$ cat config.mk
export PLATFORM = sky130hd
export DESIGN_NAME = ikaopm_shell_flat
export DESIGN_NICKNAME = d
export VERILOG_FILES = /design/src/rtl/ikaopm_pkg.sv /design/src/rtl/ikaopm_if.sv /design/src/rtl/ikaopm_dac_ser.sv /design/src/rtl/ikaopm_shell.sv /design/src/flat_wrapper.sv
export SDC_FILE = /design/constraint.sdc
export NUM_CORES = 1
export LEC_CHECK = 0
export CAP_MARGIN = 20
export CORE_AREA = 2 2 143 145
export DETAILED_ROUTE_END_ITERATION = 10
export DIE_AREA = 0 0 145 147
export PLACE_DENSITY = 0.76
export RECOVER_POWER = 100
export SLEW_MARGIN = 30
export SYNTH_ARGS = -nofsm -noshare
export SYNTH_HDL_FRONTEND = slang
export SYNTH_SLANG_ARGS = --single-unit
$ cat constraint.sdc
create_clock -name i_EMUCLK -period 2.9 [get_ports i_EMUCLK]
set_input_delay 0.29 -clock i_EMUCLK [delete_from_list [all_inputs] [get_ports i_EMUCLK]]
set_output_delay 0.29 -clock i_EMUCLK [all_outputs]
set_load 0.02 [all_outputs]
$ cat src/rtl/ikaopm_pkg.sv
// Shared types and constants for the OPM shell: register map, frame timing, DAC float word.
// Latency: n/a (declarations and pure combinational helpers only).
// Backpressure: n/a.
package ikaopm_pkg;

  localparam logic [7:0] REG_CLKA_HI  = 8'h10;
  localparam logic [7:0] REG_CLKA_LO  = 8'h11;
  localparam logic [7:0] REG_CLKB     = 8'h12;
  localparam logic [7:0] REG_TMR_CTRL = 8'h14;
  localparam logic [7:0] REG_CT       = 8'h1B;

  localparam int FRAME_LEN = 32;
  localparam int BUSY_LEN  = 32;

  // YM3012 word: 3-bit exponent, inverted mantissa sign, 9 mantissa bits
  typedef struct packed {
    logic [2:0] exp;
    logic       sgn;
    logic [8:0] man;
  } flt_word_t;

  // One sampled copy of the CPU bus
  typedef struct packed {
    logic       cs_n;
    logic       rd_n;
    logic       wr_n;
    logic       a0;
    logic [7:0] d;
  } bus_smp_t;

  localparam bus_smp_t BUS_IDLE = '{cs_n: 1'b1, rd_n: 1'b1, wr_n: 1'b1, a0: 1'b0, d: 8'h00};

  // Smallest exponent whose shifted mantissa fits 10 signed bits; descending loop keeps the last (smallest) hit
  function automatic flt_word_t flt_enc(input logic signed [15:0] x);
    logic signed [15:0] s;
    flt_word_t w;
    w = '0;
    for (int e = 7; e >= 1; e--) begin
      s = x >>> (e - 1);
      if (s >= -16'sd512 && s <= 16'sd511) begin
        w.exp = 3'(e);
        w.sgn = ~s[9];
        w.man = s[8:0];
      end
    end
    return w;
  endfunction

  // Value the DAC reproduces from a word; exponent 0 only exists as the reset value
  function automatic logic signed [15:0] flt_dec(input flt_word_t w);
    logic signed [15:0] mx;
    mx = {{6{~w.sgn}}, ~w.sgn, w.man};
    if (w.exp == 3'd0) return '0;
    return mx <<< (w.exp - 3'd1);
  endfunction

endpackage

$ cat src/rtl/ikaopm_if.sv
// CPU-side bus of the OPM: strobes, address select, write data, status read-back.
// Latency: n/a (wires only).
// Backpressure: none; the busy bit in o_D is advisory to the CPU.
interface ikaopm_if;
  logic       i_CS_n;
  logic       i_RD_n;
  logic       i_WR_n;
  logic       i_A0;
  logic [7:0] i_D;
  logic [7:0] o_D;
  logic       o_D_OE;

  modport master (output i_CS_n, i_RD_n, i_WR_n, i_A0, i_D, input o_D, o_D_OE);
  modport slave  (input i_CS_n, i_RD_n, i_WR_n, i_A0, i_D, output o_D, o_D_OE);
endinterface

$ cat src/rtl/ikaopm_dac_ser.sv
// Float-encodes the frame's stereo sample and serialises it in YM3012 format (SO, SH1, SH2).
// Latency: samples latched at end of slot 0; right word bits on slots 3-15, left on 19-31.
// Backpressure: none; free-running on the phi1 frame.
module ikaopm_dac_ser
  import ikaopm_pkg::*;
(
  input  logic               clk,
  input  logic               rst,
  input  logic               phi1_en,
  input  logic [4:0]         slot,
  input  logic signed [15:0] smp_l,
  input  logic signed [15:0] smp_r,
  output logic               so,
  output logic               sh1,
  output logic               sh2,
  output logic signed [15:0] emu_l,
  output logic signed [15:0] emu_r,
  output logic signed [15:0] emu_l_ex,
  output logic signed [15:0] emu_r_ex
);

  flt_word_t wrd_l, wrd_r;
  logic [12:0] half_bits;
  logic [3:0]  ofs;

  // Capture raw and encoded samples once per frame, during slot 0
  always_ff @(posedge clk) begin
    if (rst) begin
      emu_l <= '0;
      emu_r <= '0;
      wrd_l <= '0;
      wrd_r <= '0;
    end else if (phi1_en && slot == 5'd0) begin
      emu_l <= smp_l;
      emu_r <= smp_r;
      wrd_l <= flt_enc(smp_l);
      wrd_r <= flt_enc(smp_r);
    end
  end

  // Slot-decoded serial stream: 3 zero lead bits then 13 word bits LSB first per half
  always_comb begin
    half_bits = slot[4] ? wrd_l : wrd_r;
    ofs       = slot[3:0];
    so        = 1'b0;
    if (ofs >= 4'd3) so = half_bits[ofs - 4'd3];
    sh1       = ~slot[4] & slot[3];
    sh2       =  slot[4] & slot[3];
    emu_l_ex  = flt_dec(wrd_l);
    emu_r_ex  = flt_dec(wrd_r);
  end

endmodule

$ cat src/rtl/ikaopm_shell.sv
// OPM shell: CPU bus decode, register file, busy, timers A/B with IRQ, CT pins, phi1, serial DAC.
// Latency: bus sync 2 EMUCLK + phiM alignment; o_REG_* and internal regs update on the same edge.
// Backpressure: none; writes during busy are accepted and restart the busy window.
module ikaopm_shell
  import ikaopm_pkg::*;
#(
  parameter bit FULLY_SYNCHRONOUS = 1'b1,
  parameter bit FAST_RESET        = 1'b1
) (
  input  logic               i_EMUCLK,
  input  logic               i_IC,
  input  logic               i_phiM_PCEN_n,
  input  logic               i_phi1_PCEN_n,
  input  logic               i_phi1_NCEN_n,
  output logic               o_phi1,
  ikaopm_if.slave            bus,
  output logic               o_CT1,
  output logic               o_CT2,
  output logic               o_IRQ_n,
  output logic               o_REG_WE,
  output logic [7:0]         o_REG_ADDR,
  output logic [7:0]         o_REG_DATA,
  input  logic signed [15:0] i_SMP_L,
  input  logic signed [15:0] i_SMP_R,
  output logic               o_SH1,
  output logic               o_SH2,
  output logic               o_SO,
  output logic signed [15:0] o_EMU_R,
  output logic signed [15:0] o_EMU_L,
  output logic signed [15:0] o_EMU_R_EX,
  output logic signed [15:0] o_EMU_L_EX
);

  logic rst, phim_en, phi1_en;
  assign phim_en = ~i_phiM_PCEN_n;
  assign phi1_en = ~i_phi1_PCEN_n;
  assign rst     = i_IC & (FAST_RESET | phi1_en);

  bus_smp_t bus_raw, bus_s1, bus_s2, bus_cur;
  assign bus_raw = '{cs_n: bus.i_CS_n, rd_n: bus.i_RD_n, wr_n: bus.i_WR_n, a0: bus.i_A0, d: bus.i_D};

  // Two-stage synchroniser for the CPU strobes and data
  always_ff @(posedge i_EMUCLK) begin
    if (rst) begin
      bus_s1 <= BUS_IDLE;
      bus_s2 <= BUS_IDLE;
    end else begin
      bus_s1 <= bus_raw;
      bus_s2 <= bus_s1;
    end
  end
  assign bus_cur = FULLY_SYNCHRONOUS ? bus_s2 : bus_raw;

  logic wr_act, wr_prev, wr_stb, addr_stb, data_stb;
  assign wr_act   = ~bus_cur.cs_n & ~bus_cur.wr_n;
  assign wr_stb   = phim_en & wr_act & ~wr_prev;
  assign addr_stb = wr_stb & ~bus_cur.a0;
  assign data_stb = wr_stb &  bus_cur.a0;

  // Write strobe level as seen on the previous phiM enable, for rising-edge detection
  always_ff @(posedge i_EMUCLK) begin
    if (rst)          wr_prev <= 1'b0;
    else if (phim_en) wr_prev <= wr_act;
  end

  logic [7:0] addr_lat, clkb;
  logic [9:0] clka;
  logic       run_a, run_b, irqen_a, irqen_b;
  logic [5:0] busy_cnt;
  logic       sel_ctrl, ld_a, ld_b, clr_a, clr_b;

  assign sel_ctrl = data_stb & (addr_lat == REG_TMR_CTRL);
  assign ld_a     = sel_ctrl & bus_cur.d[0] & ~run_a;
  assign ld_b     = sel_ctrl & bus_cur.d[1] & ~run_b;
  assign clr_a    = sel_ctrl & bus_cur.d[4];
  assign clr_b    = sel_ctrl & bus_cur.d[5];

  // Address latch, register file, pass-through to the FM core and busy window
  always_ff @(posedge i_EMUCLK) begin
    if (rst) begin
      addr_lat   <= '0;
      o_REG_WE   <= 1'b0;
      o_REG_ADDR <= '0;
      o_REG_DATA <= '0;
      clka       <= '0;
      clkb       <= '0;
      run_a      <= 1'b0;
      run_b      <= 1'b0;
      irqen_a    <= 1'b0;
      irqen_b    <= 1'b0;
      o_CT1      <= 1'b0;
      o_CT2      <= 1'b0;
      busy_cnt   <= '0;
    end else begin
      o_REG_WE <= data_stb;
      if (addr_stb) addr_lat <= bus_cur.d;
      if (data_stb) begin
        o_REG_ADDR <= addr_lat;
        o_REG_DATA <= bus_cur.d;
        case (addr_lat)
          REG_CLKA_HI:  clka[9:2] <= bus_cur.d;
          REG_CLKA_LO:  clka[1:0] <= bus_cur.d[1:0];
          REG_CLKB:     clkb      <= bus_cur.d;
          REG_TMR_CTRL: begin
            run_a   <= bus_cur.d[0];
            run_b   <= bus_cur.d[1];
            irqen_a <= bus_cur.d[2];
            irqen_b <= bus_cur.d[3];
          end
          REG_CT: begin
            o_CT1 <= bus_cur.d[6];
            o_CT2 <= bus_cur.d[7];
          end
          default: ;
        endcase
      end
      if (data_stb)                          busy_cnt <= 6'(BUSY_LEN);
      else if (phi1_en && busy_cnt != '0)    busy_cnt <= busy_cnt - 6'd1;
    end
  end

  logic [4:0] slot;
  logic [3:0] frm_div;
  logic [9:0] cnt_a;
  logic [7:0] cnt_b;
  logic       flag_a, flag_b, frame_end, tick_b;

  assign frame_end = (slot == 5'(FRAME_LEN - 1));
  assign tick_b    = frame_end & (frm_div == 4'hF);

  // Frame slot counter and timers; overflow set is ordered after clear so set wins
  always_ff @(posedge i_EMUCLK) begin
    if (rst) begin
      slot    <= '0;
      frm_div <= '0;
      cnt_a   <= '0;
      cnt_b   <= '0;
      flag_a  <= 1'b0;
      flag_b  <= 1'b0;
    end else begin
      if (clr_a) flag_a <= 1'b0;
      if (clr_b) flag_b <= 1'b0;
      if (ld_a) cnt_a <= clka;
      else if (phi1_en && frame_end && run_a) begin
        if (cnt_a == 10'h3FF) begin
          cnt_a <= clka;
          if (irqen_a) flag_a <= 1'b1;
        end else cnt_a <= cnt_a + 10'd1;
      end
      if (ld_b) cnt_b <= clkb;
      else if (phi1_en && tick_b && run_b) begin
        if (cnt_b == 8'hFF) begin
          cnt_b <= clkb;
          if (irqen_b) flag_b <= 1'b1;
        end else cnt_b <= cnt_b + 8'd1;
      end
      if (phi1_en) begin
        slot <= frame_end ? 5'd0 : slot + 5'd1;
        if (frame_end) frm_div <= frm_div + 4'd1;
      end
    end
  end

  // Regenerated phi1: rises on the positive enable, falls on the negative enable
  always_ff @(posedge i_EMUCLK) begin
    if (rst)                 o_phi1 <= 1'b0;
    else if (phi1_en)        o_phi1 <= 1'b1;
    else if (~i_phi1_NCEN_n) o_phi1 <= 1'b0;
  end

  assign bus.o_D    = {busy_cnt != '0, 5'b0, flag_b, flag_a};
  assign bus.o_D_OE = ~bus_cur.cs_n & ~bus_cur.rd_n;
  assign o_IRQ_n    = ~(flag_a | flag_b);

  ikaopm_dac_ser u_dac (
    .clk      (i_EMUCLK),
    .rst      (rst),
    .phi1_en  (phi1_en),
    .slot     (slot),
    .smp_l    (i_SMP_L),
    .smp_r    (i_SMP_R),
    .so       (o_SO),
    .sh1      (o_SH1),
    .sh2      (o_SH2),
    .emu_l    (o_EMU_L),
    .emu_r    (o_EMU_R),
    .emu_l_ex (o_EMU_L_EX),
    .emu_r_ex (o_EMU_R_EX)
  );

endmodule

$ cat src/flat_wrapper.sv
// flat-port wrapper written by rule: the top's interface ports become plain ports
module ikaopm_shell_flat import ikaopm_pkg::*;
#(
  parameter bit FULLY_SYNCHRONOUS = 1'b1,
  parameter bit FAST_RESET        = 1'b1
)
  (i_EMUCLK, i_IC, i_phiM_PCEN_n, i_phi1_PCEN_n, i_phi1_NCEN_n, o_phi1, o_CT1, o_CT2, o_IRQ_n, o_REG_WE, o_REG_ADDR, o_REG_DATA, i_SMP_L, i_SMP_R, o_SH1, o_SH2, o_SO, o_EMU_R, o_EMU_L, o_EMU_R_EX, o_EMU_L_EX, bus_i_CS_n, bus_i_RD_n, bus_i_WR_n, bus_i_A0, bus_i_D, bus_o_D, bus_o_D_OE);
  ikaopm_if bus_i ();
  input  logic i_EMUCLK;
  input  logic i_IC;
  input  logic i_phiM_PCEN_n;
  input  logic i_phi1_PCEN_n;
  input  logic i_phi1_NCEN_n;
  output logic o_phi1;
  output logic o_CT1;
  output logic o_CT2;
  output logic o_IRQ_n;
  output logic o_REG_WE;
  output logic [7:0] o_REG_ADDR;
  output logic [7:0] o_REG_DATA;
  input  logic signed [15:0] i_SMP_L;
  input  logic signed [15:0] i_SMP_R;
  output logic o_SH1;
  output logic o_SH2;
  output logic o_SO;
  output logic signed [15:0] o_EMU_R;
  output logic signed [15:0] o_EMU_L;
  output logic signed [15:0] o_EMU_R_EX;
  output logic signed [15:0] o_EMU_L_EX;
  input wire logic [$bits(bus_i.i_CS_n)-1:0] bus_i_CS_n;
  input wire logic [$bits(bus_i.i_RD_n)-1:0] bus_i_RD_n;
  input wire logic [$bits(bus_i.i_WR_n)-1:0] bus_i_WR_n;
  input wire logic [$bits(bus_i.i_A0)-1:0] bus_i_A0;
  input wire logic [$bits(bus_i.i_D)-1:0] bus_i_D;
  output wire logic [$bits(bus_i.o_D)-1:0] bus_o_D;
  output wire logic [$bits(bus_i.o_D_OE)-1:0] bus_o_D_OE;
  assign bus_i.i_CS_n = bus_i_CS_n;
  assign bus_i.i_RD_n = bus_i_RD_n;
  assign bus_i.i_WR_n = bus_i_WR_n;
  assign bus_i.i_A0 = bus_i_A0;
  assign bus_i.i_D = bus_i_D;
  assign bus_o_D = bus_i.o_D;
  assign bus_o_D_OE = bus_i.o_D_OE;
  ikaopm_shell #(.FULLY_SYNCHRONOUS(FULLY_SYNCHRONOUS), .FAST_RESET(FAST_RESET)) u_core (.i_EMUCLK(i_EMUCLK), .i_IC(i_IC), .i_phiM_PCEN_n(i_phiM_PCEN_n), .i_phi1_PCEN_n(i_phi1_PCEN_n), .i_phi1_NCEN_n(i_phi1_NCEN_n), .o_phi1(o_phi1), .bus(bus_i), .o_CT1(o_CT1), .o_CT2(o_CT2), .o_IRQ_n(o_IRQ_n), .o_REG_WE(o_REG_WE), .o_REG_ADDR(o_REG_ADDR), .o_REG_DATA(o_REG_DATA), .i_SMP_L(i_SMP_L), .i_SMP_R(i_SMP_R), .o_SH1(o_SH1), .o_SH2(o_SH2), .o_SO(o_SO), .o_EMU_R(o_EMU_R), .o_EMU_L(o_EMU_L), .o_EMU_R_EX(o_EMU_R_EX), .o_EMU_L_EX(o_EMU_L_EX));
endmodule
==> results.json, run 1 <==
{
  "outcome": "finished with violations",
  "failed_checks": "negative setup slack",
  "htree_levels": 4,
  "avgSynthCellArea_um2": 7.65,
  "drv_slew": 0,
  "rows": 52,
  "antenna_found_initial": 0,
  "slew_headroom_pct": 11.1,
  "gp_congestion": 0.912,
  "cp_data_required_time_ps": 2610,
  "setup_slack_ps": -95.5,
  "grt_max_degree": 71,
  "drv_cap": 0,
  "p_switching_w": 0.00223,
  "period_needed_ps": 3000,
  "hold_path_class": "input pin to flip-flop",
  "fmax_mhz": 334,
  "die_h_um": 147,
  "synth_edf_count": 0,
  "crit_family": "multiplexers",
  "cts_buffers": 17,
  "tightest_slew_ps": 1330,
  "hold_buffers": 0,
  "clk_latency_ps": 450,
  "cp-start-kind": "flip-flop",
  "dp_hpwl_mm": 18.8,
  "synth-async-reset-ratio_pct": 0,
  "path_max_fanout": 6,
  "layout-drive-gt1-share_pct": 11.9,
  "power.internal_w": 0.00433,
  "drc": 0,
  "dieArea_mm2": 0.0213,
  "track_usage_pct": 24.0,
  "ys_warn_count": 0,
  "synth.cell_area_mm2": 0.00970,
  "nets": 1457,
  "synth_top_area_cell": "dfxtp_1",
  "fillCellCount": 1770,
  "crit_arrival_ps": 2710,
  "synth_cells": 1269,
  "ys_ff_latch": 168,
  "first_iter_violations": 634,
  "ys_top_cells_by_area": "dfxtp_1 35%, nand2_1 7.5%, a21oi_1 6.2%",
  "hold_viol": 0,
  "pre_cts_slack_ps": -229,
  "synthDistinctLibCells": 78,
  "swShare_pct": 34.0,
  "p_leak_nw": 4.63,
  "worst_setup_path_end_kind": "primary output",
  "critPathKind": "flip-flop to primary output",
  "drt_pass1_iterations": 5,
  "wirelength_mm": 26.4,
  "area_growth_pct": 25.0,
  "ys.flop_type": "dfxtp_1",
  "path_clk_slew_ps": 80,
  "overflow": 0,
  "p_seq_share_pct": 38.6,
  "vias_per_cell": 5.76,
  "path_buf_inv": 2,
  "tns_ps": -269,
  "clkSinkCount": 168,
  "vias": 9665,
  "grt_pass1_vias": 8745,
  "ant_nets": 0,
  "netlist.area_leader.share_pct": 34.7,
  "combPwrFrac_pct": 25.3,
  "timing.final.crit_share_pct": 103,
  "final-setup-viol-count": 7,
  "wire_per_inst_um": 15.7,
  "cts_root_buffer": "clkbuf_16",
  "die_x_um": 145,
  "cts_buffer_depth": 2,
  "fin_skew_ps": 11.9,
  "coreArea_mm2": 0.0198,
  "p_clk_share_pct": 36.1,
  "rsz0062_at_grt": "yes",
  "utilization_pct": 61.1,
  "ys_seq_area_share_pct": 34.7,
  "ir_drop_mv": 0.463,
  "cp_slowest_cell": "mux4_2",
  "antenna_cells": 0,
  "initial_core_util_pct": 48.9,
  "io_buffer_count": 140,
  "path_cells": "clkinv_2, ha_4, mux4_2, or3_1, a21oi_2, o21bai_1, a2111oi_1, o311a_1, buf_6",
  "p_per_area_mw_per_mm2": 541,
  "grt_pass1_wl_mm": 43.0,
  "cpPeakStageDelay_ps": 540,
  "cts_tree": "yes",
  "ios": 146
}
==> power groups by stage <==
stage / clock network [W] / logic [W] / registers, W
after floorplan: 0 / 0.00103 / 0.00259
after global placement: 0 / 0.00162 / 0.00258
after detailed placement: 0 / 0.00164 / 0.00258
after CTS: 0.00240 / 0.00164 / 0.00253
after global routing: 0.00250 / 0.00181 / 0.00255
final: 0.00237 / 0.00166 / 0.00253
==> cells in the mapped netlist, drive strengths merged, types with 4 or more instances <==
master	n
nand2	195
and4	5
or3	15
xor2	7
inv	39
buf	35
a21oi	120
nor4	4
a211oi	27
nor2	126
o21a	5
nand3b	5
and2	10
a31oi	11
nand3	20
o32ai	4
a221oi	12
o2111ai	14
and3	7
nand4	9
nor3	36
nor2b	29
nor3b	7
o22ai	21
dfxtp	168
a22o	6
nor4b	4
mux2	10
mux2i	48
clkbuf	75
mux4	6
o221a	8
nand2b	11
or2	8
o211ai	17
o21ai	79
ha	12
==> flip-flops by register name (all words and copies together), names as in the netlist, 10 cells and up <==
register	flops
u_core.u_dac.emu_l	16
u_core.clka	10
u_core.u_dac.emu_r	16
u_core.cnt_a	10
u_core.u_dac.wrd_r	13
u_core.bus_s1	12
u_core.bus_cur	12
u_core.u_dac.wrd_l	13
==> final timing paths <==
path                            cells past startpoint  slack [ps]                  to         startpoint
worst max-delay path                                9        -100                o_SO     u_core.slot[0]
worst min-delay path                                2         390    u_core.bus_s1[4]         bus_i_D[4]
worst max register to register                     10         200     u_core.cnt_b[0]     u_core.slot[0]
worst min register to register                      1         420  u_core.bus_cur[11]  u_core.bus_s1[11]
==> worst reg2reg max path: stages, from the launching register on <==
cell and delay [ps]:
dfxtp_2 340, buf_4 170, ha_1 270, and3_1 180, ha_1 220, clkbuf_1 250, nor3b_1 350, clkbuf_1 290
o21ai_0 150, a221oi_1 280, nor2_1 70
==> routing by layer <==
| layer | track usage [%] | part of all wire [%] | wire [µm] | vias up |
|---|---|---|---|---|
| li1 | - | - | - | 4785 |
| met1 | 33.1 | 46 | 12200 | 4525 |
| met2 | 38.9 | 46 | 12200 | 314 |
| met3 | 3.98 | 5.8 | 1540 | 41 |
| met4 | 7.28 | 1.5 | 402 | 0 |
| met5 | 0 | 0 | 0 | - |
==> through the flow <==
| stage | std cells | total power, W | area [µm²] | hold slack, ps |
|---|---|---|---|---|
| after floorplan | 1273 | 0.00362 | 9720 | 389 |
| after global placement | 1642 | 0.00420 | 11500 | 391 |
| after detailed placement | 1642 | 0.00422 | 11500 | 402 |
| after CTS | 1674 | 0.00657 | 12200 | 369 |
| after global routing | 1679 | 0.00686 | 12100 | 402 |
| final | 1679 | 0.00656 | 12100 | 388 |
==> cell usage in the layout, fill, tap and decap left out, types with 16 or more instances in the layout <==
| master | netlist | routed |
|---|---|---|
| nand2_1 | 195 | 194 |
| dfxtp_1 | 168 | 166 |
| nor2_1 | 125 | 125 |
| a21oi_1 | 120 | 117 |
| o21ai_0 | 79 | 71 |
| dlygate4sd3_1 | 0 | 62 |
| buf_4 | 10 | 55 |
| clkdlybuf4s50_1 | 0 | 51 |
| mux2i_1 | 48 | 41 |
| inv_1 | 38 | 37 |
| nor3_1 | 35 | 34 |
| nor2b_1 | 29 | 29 |
| a211oi_1 | 19 | 21 |
| o22ai_1 | 21 | 20 |
| nand3_1 | 20 | 20 |
| o211ai_1 | 17 | 17 |
| clkbuf_16 | 0 | 17 |
| clkbuf_1 | 74 | 17 |
| dlygate4sd2_1 | 0 | 16 |
==> layout make-up <==
class | instances | area (µm²) | share of cell area (%)
clock inverters | 15 | 209 | 1.72
clock buffers | 17 | 425 | 3.51
inverters | 41 | 155 | 1.28
multi-input cells | 954 | 5800 | 47.8
repair buffers | 214 | 1840 | 15.2
flip-flops and latches | 168 | 3370 | 27.7
well taps | 270 | 338 | 2.78
==> kinds of logic after synthesis <==
logic type | after synthesis | synth area share, %
AOI/OAI and AO/OA | 365 | 24.5
xor gates and xnor gates | 10 | 0.903
adders and majority gates | 12 | 1.55
buffers and inverters | 151 | 6.59
DFF | 168 | 34.7
muxes | 64 | 7.51
other | 1 | 0.0387
and+or+nand+nor | 498 | 24.2
==> repair_timing <==
| item | in CTS | in global routing |
|---|---|---|
| pin swaps | 2 | 2 |
| resized for setup | 50 | 42 |
| hold endpoints to repair | 0 | 0 |
| buffers inserted | 0 | 5 |
| endpoints found under the setup margin | 32 | 21 |
No activity file was read; power rests on OpenSTA's default activity.
==> inputs of run 2 (changes only) <==
Settings changed: GPL_TIMING_DRIVEN set to 0, SLEW_MARGIN 30 to 25.
==> run 2 against run 1 <==
Net effect: the flow still finishes with violations (negative setup slack); final area rose by 1.2%; power grew 0.55%; wire length up 8.5%; non-clock buffer count grew 33; critical endpoint unchanged; largest cell class unchanged; largest power group unchanged.
==> results.json, run 2 (same netlist as run 1, synthesis figures left out) <==
{
  "outcome": "finished with violations",
  "failed_checks": "negative setup slack",
  "worst_setup_path_end_kind": "primary output",
  "reg.largest.list": "u_core.u_dac.emu_l (16), u_core.u_dac.emu_r (16)",
  "clkSinkCount": 168,
  "path_cells": "buf_6, clkinv_8, ha_4, buf_6, mux4_2, nand2_1, nand2_1, o32a_1, o311a_1, buf_6",
  "io_buffer_count": 130,
  "path_clk_slew_ps": 70,
  "cpPeakStageDelay_ps": 530,
  "cts_buffer_depth": 2,
  "period_needed_ps": 3080,
  "ant_nets": 0,
  "track_usage_pct": 26.1,
  "htree_levels": 4,
  "dp_hpwl_mm": 20.6,
  "drc": 0,
  "setup_slack_ps": -183,
  "drv_slew": 0,
  "hold_viol": 0,
  "ios": 146,
  "p_leak_nw": 4.69,
  "nets": 1490,
  "drt_pass1_iterations": 6,
  "total_power_w": 0.00660,
  "path_buf_inv": 4,
  "crit_arrival_ps": 2790,
  "vias_per_cell": 5.86,
  "hold_path_class": "input pin to flip-flop",
  "crit_family": "compound AO/OA/AOI/OAI gates",
  "layout.cells.most_common": "nand2_1",
  "clk_latency_ps": 450,
  "layout.cells.non_filler": 1712,
  "vias": 10024,
  "gp_congestion": 0.945,
  "wire_per_inst_um": 16.7,
  "dieArea_mm2": 0.0213,
  "cp_data_required_time_ps": 2610,
  "cts_buffers": 17,
  "fin_skew_ps": 10.6,
  "die_h_um": 147,
  "cp-start-kind": "flip-flop",
  "cts_root_buffer": "clkbuf_16",
  "utilization_pct": 61.9,
  "first_iter_violations": 841,
  "cp_slowest_cell": "mux4_2",
  "tightest_slew_ps": 780,
  "layout-drive-gt1-share_pct": 11.9,
  "antenna_cells": 0,
  "fmax_mhz": 324,
  "drv_cap": 0,
  "final-setup-viol-count": 1,
  "wirelength_mm": 28.6,
  "grt_max_degree": 22,
  "path_max_fanout": 4,
  "p_per_area_mw_per_mm2": 537,
  "fillCellCount": 1747,
  "timing.final.crit_share_pct": 106,
  "final_cell_mix": "195 x nand2_1, 162 x dfxtp_1, 124 x nor2_1",
  "grt_pass1_vias": 9249,
  "initial_core_util_pct": 48.9,
  "rows": 52,
  "dpl.cell_count": 1673,
  "overflow": 0,
  "critPathKind": "flip-flop to primary output",
  "antenna_found_initial": 0,
  "rsz0062_at_grt": "yes",
  "hold_buffers": 0,
  "coreArea_mm2": 0.0198,
  "cts_tree": "yes",
  "cp_common_cell": "buf_6",
  "area_growth_pct": 26.6,
  "die_x_um": 145,
  "grt_pass1_wl_mm": 46.2,
  "slew_headroom_pct": 47.5,
  "ir_drop_mv": 0.472
}
[run 2: cell count changes in the layout (fill, tap and decap cells not counted), sizes merged]
cell and delta:
clkbuf +46, clkdlybuf4s50 -8, dlymetal6s2s +7, buf -6, dlygate4sd2 -5, clkinv +4
dlygate4sd3 -4, inv -4, clkdlybuf4s15 +3
[run 2: final timing paths]
path | startpoint | to | slack [ps] | depth (start not counted)
max | u_core.slot[0] | o_SO | -180 | 10
min | i_SMP_R[6] | u_core.u_dac.emu_r[6] | 160 | 3
max reg2reg | u_core.slot[0] | u_core.cnt_b[7] | 40 | 11
min reg2reg | u_core.bus_s1[9] | u_core.bus_cur[9] | 410 | 1
[run 2: layout make-up]
cell class / count / area (µm²) / area share (%)
plain buffers: 101 / 482 / 3.92
clock buffers: 17 / 425 / 3.46
clock inverters: 15 / 216 / 1.76
inverters: 41 / 176 / 1.44
multi-input cells: 954 / 5850 / 47.6
flip-flops and latches: 168 / 3370 / 27.5
well taps: 270 / 338 / 2.75
repair buffers: 146 / 1420 / 11.6
[run 2: through the flow]
stage / setup slack, ps / hold WS, ps / TNS, ps / area (µm²)
after floorplan: 28.6 / 389 / 0 / 9720
after global placement: -784 / 391 / -9730 / 11400
after detailed placement: -830 / 399 / -10850 / 11400
after CTS: -258 / 164 / -258 / 12200
after global routing: -240 / 180 / -2160 / 12300
final: -183 / 162 / -183 / 12300
[run 2: routing by layer]
layer / wire [µm] / GRT usage, % / up-vias
met5: 0 / 0 / -
met4: 743 / 9.36 / 0
met3: 1990 / 3.91 / 59
met2: 13300 / 42.8 / 406
met1: 12600 / 35.2 / 4705
li1: - / - / 4854
[run 2: timing repair]
item,4_1_cts,5_1_grt
gates resized for setup,80,51
buffers inserted,10,6
endpoints found under the setup margin,36,36
pin swaps,5,9
[run 2: where the power goes]
group,total [W],switching [W],internal [W]
clock,0.00237,0.00118,0.00119
combinational,0.00168,0.000979,0.000699
sequential,0.00255,0.000118,0.00243
total,0.00660,0.00228,0.00432
[run 2: worst register-to-register path: stages (launching register included)]
cell and delay (ps):
dfxtp_2 340, buf_4 100, buf_4 90, ha_2 270, and3_1 200, ha_1 150, clkbuf_1 330, or3b_2 480
clkbuf_1 190, o21ai_0 380, nand2_1 100, a21oi_1 160
==> inputs of run 3 (changes only) <==
Settings changed: CORE_AREA 2 2 143 145 to 3 3 144 146, DIE_AREA 0 0 145 147 to 0 0 147 149, SLEW_MARGIN 25 to unset.
==> run 3 against run 2 <==
Net effect: the run still ends with negative setup slack left; core utilization grew 0.35 points; via count rose by 0.64%; die area rose by 2.8%; cell count decreased by 0.12%; sequential share of layout area is 0.28 points higher; hold slack lost 6.8 ps; wire length fell by 0.12%; first-iteration DRC count grew 25%; sequential power about the same; sequential cell count stayed put.
==> results.json, run 3 (same netlist as run 1, synthesis figures left out) <==
{
  "rows": 51,
  "cp-start-kind": "flip-flop",
  "p_seq_share_pct": 38.6,
  "coreArea_mm2": 0.0195,
  "tightest_slew_ps": 805,
  "grt_pass1_wl_mm": 46.1,
  "wirelength_mm": 28.6,
  "p_clk_share_pct": 36.2,
  "layout-drive-gt1-share_pct": 11.3,
  "swShare_pct": 34.7,
  "cts_tree": "yes",
  "p_per_area_mw_per_mm2": 541,
  "p_switching_w": 0.00228,
  "vias_per_cell": 5.90,
  "drc": 0,
  "wire_per_inst_um": 16.7,
  "crit_arrival_ps": 2840,
  "fmax_mhz": 319,
  "antenna_cells": 0,
  "final_area_mm2": 0.0122,
  "antenna_found_initial": 0,
  "ir_drop_mv": 0.472,
  "pre_cts_slack_ps": -849,
  "cts_buffers": 17,
  "power.internal_w": 0.00430,
  "hold_path_end": "u_core.u_dac.emu_r[6]",
  "r2r_setup_slack_ps": 0,
  "combPwrFrac_pct": 25.2,
  "ios": 146,
  "track_usage_pct": 25.2,
  "critPathKind": "flip-flop to primary output",
  "r2r-start": "u_core.slot[0]",
  "overflow": 0,
  "drv_slew": 0,
  "layout.cells.most_common": "nand2_1",
  "nets": 1493,
  "cts_buffer_depth": 2,
  "htree_levels": 4,
  "period_needed_ps": 3130,
  "min-delay-start": "i_SMP_R[6]",
  "drt_pass1_iterations": 7,
  "p_leak_nw": 4.56,
  "hold_buffers": 0,
  "min_path_cells": 3,
  "initial_core_util_pct": 49.7,
  "fillCellCount": 1727,
  "vias": 10088,
  "first_iter_violations": 1051,
  "grt_max_degree": 22,
  "area_growth_pct": 25.3,
  "reg.largest.list": "u_core.u_dac.emu_l (16), u_core.u_dac.emu_r (16)",
  "path_clk_slew_ps": 80,
  "outcome": "finished with violations",
  "hold_path_class": "input pin to flip-flop",
  "slew_headroom_pct": 45.9,
  "dpl.cell_count": 1668,
  "clk_latency_ps": 440,
  "rsz0062_at_grt": "yes",
  "drv_cap": 0,
  "die_x_um": 147,
  "gp_congestion": 1.01,
  "final-setup-viol-count": 15,
  "dieArea_mm2": 0.0219,
  "io_buffer_count": 130,
  "timing.final.crit_share_pct": 108,
  "place_area_mm2": 0.0113,
  "layout.cells.non_filler": 1710,
  "cts_root_buffer": "clkbuf_16",
  "clkSinkCount": 168,
  "ff2ff_path_depth": 11,
  "final_cell_mix": "195 x nand2_1, 163 x dfxtp_1, 124 x nor2_1",
  "die_h_um": 149,
  "worst_setup_path_end_kind": "primary output",
  "utilization_pct": 62.2,
  "path_max_fanout": 4,
  "dp_hpwl_mm": 20.5,
  "failed_checks": "negative setup slack",
  "grt_pass1_vias": 9175,
  "rr_endpoint": "u_core.cnt_a[2]",
  "cp_data_required_time_ps": 2610,
  "setup_slack_ps": -232,
  "fin_skew_ps": 12.5,
  "hold_viol": 0,
  "ant_nets": 0
}
## run 3: cell count changes in the layout (fill, tap and decap cells not counted), moves of 4 or more
cell / previous run / this run
a211oi_2: 8 / 4
clkbuf_1: 65 / 77
dlygate4sd3_1: 58 / 63
buf_1: 7 / 2
clkdlybuf4s50_1: 43 / 38
a211oi_1: 19 / 23
dlymetal6s2s_1: 8 / 1
## run 3: how the worst max path moves through the flow
stage / startpoint / endpoint / slack (ps) / cells past startpoint
after floorplan: u_core.u_dac.wrd_l[10] / o_EMU_L_EX[7] / 30 / 10
after global placement: u_core.u_dac.wrd_l[10] / o_EMU_L_EX[7] / -760 / 11
after detailed placement: u_core.u_dac.wrd_l[10] / o_EMU_L_EX[7] / -850 / 11
after CTS: u_core.slot[0] / o_SO / -210 / 11
after global routing: u_core.slot[0] / o_SO / -290 / 11
final: u_core.slot[1] / o_SO / -230 / 11
## run 3: critical path: stages (launching register included)
cell and delay, ps:
dfxtp_2 340, clkbuf_8 130, inv_4 40, ha_4 250, buf_6 100, mux4_2 530
buf_4 160, nand2_1 60, nand2_1 60, o32a_1 300, o311a_1 310, buf_6 140
## run 3: per-layer routing
metal | global-route usage (%) | vias to the layer above | share of wire, %
met5 | 0 | - | 0
met4 | 6.15 | 0 | 1.8
met3 | 4.83 | 49 | 7.3
met2 | 41.5 | 412 | 46
met1 | 34.5 | 4771 | 44
li1 | - | 4856 | -
## run 3: per-stage QoR
stage / hold slack, ps / setup TNS, ps / total power, W
5_1_grt: 154 / -4620 / 0.00686
4_1_cts: 152 / -207 / 0.00656
3_3_place_gp: 393 / -9630 / 0.00415
3_5_place_dp: 395 / -11410 / 0.00419
2_1_floorplan: 389 / 0 / 0.00362
6_report: 156 / -993 / 0.00658
## run 3: cell type report
class / count / area, µm² / share of cell area [%]
inverter: 41 / 175 / 1.44
clock inverter: 15 / 214 / 1.76
buffer: 104 / 490 / 4.04
tap: 265 / 332 / 2.73
sequential: 168 / 3370 / 27.7
timing repair buffer: 146 / 1340 / 11.1
multi-input combinational: 954 / 5800 / 47.7
clock buffer: 17 / 425 / 3.50
## run 3: power by group through the flow
stage               combinational [W]  clock (W)  sequential, W
floorplan                     0.00103          0        0.00259
global placement              0.00157          0        0.00258
detailed placement            0.00160          0        0.00258
CTS                           0.00164    0.00239        0.00253
global route                  0.00181    0.00250        0.00255
finish                        0.00166    0.00238        0.00254
## run 3: what timing repair did
action,in CTS,in global routing
pin swaps,5,3
endpoints found under the setup margin,36,34
gates resized for setup,93,46
setup buffers,10,5
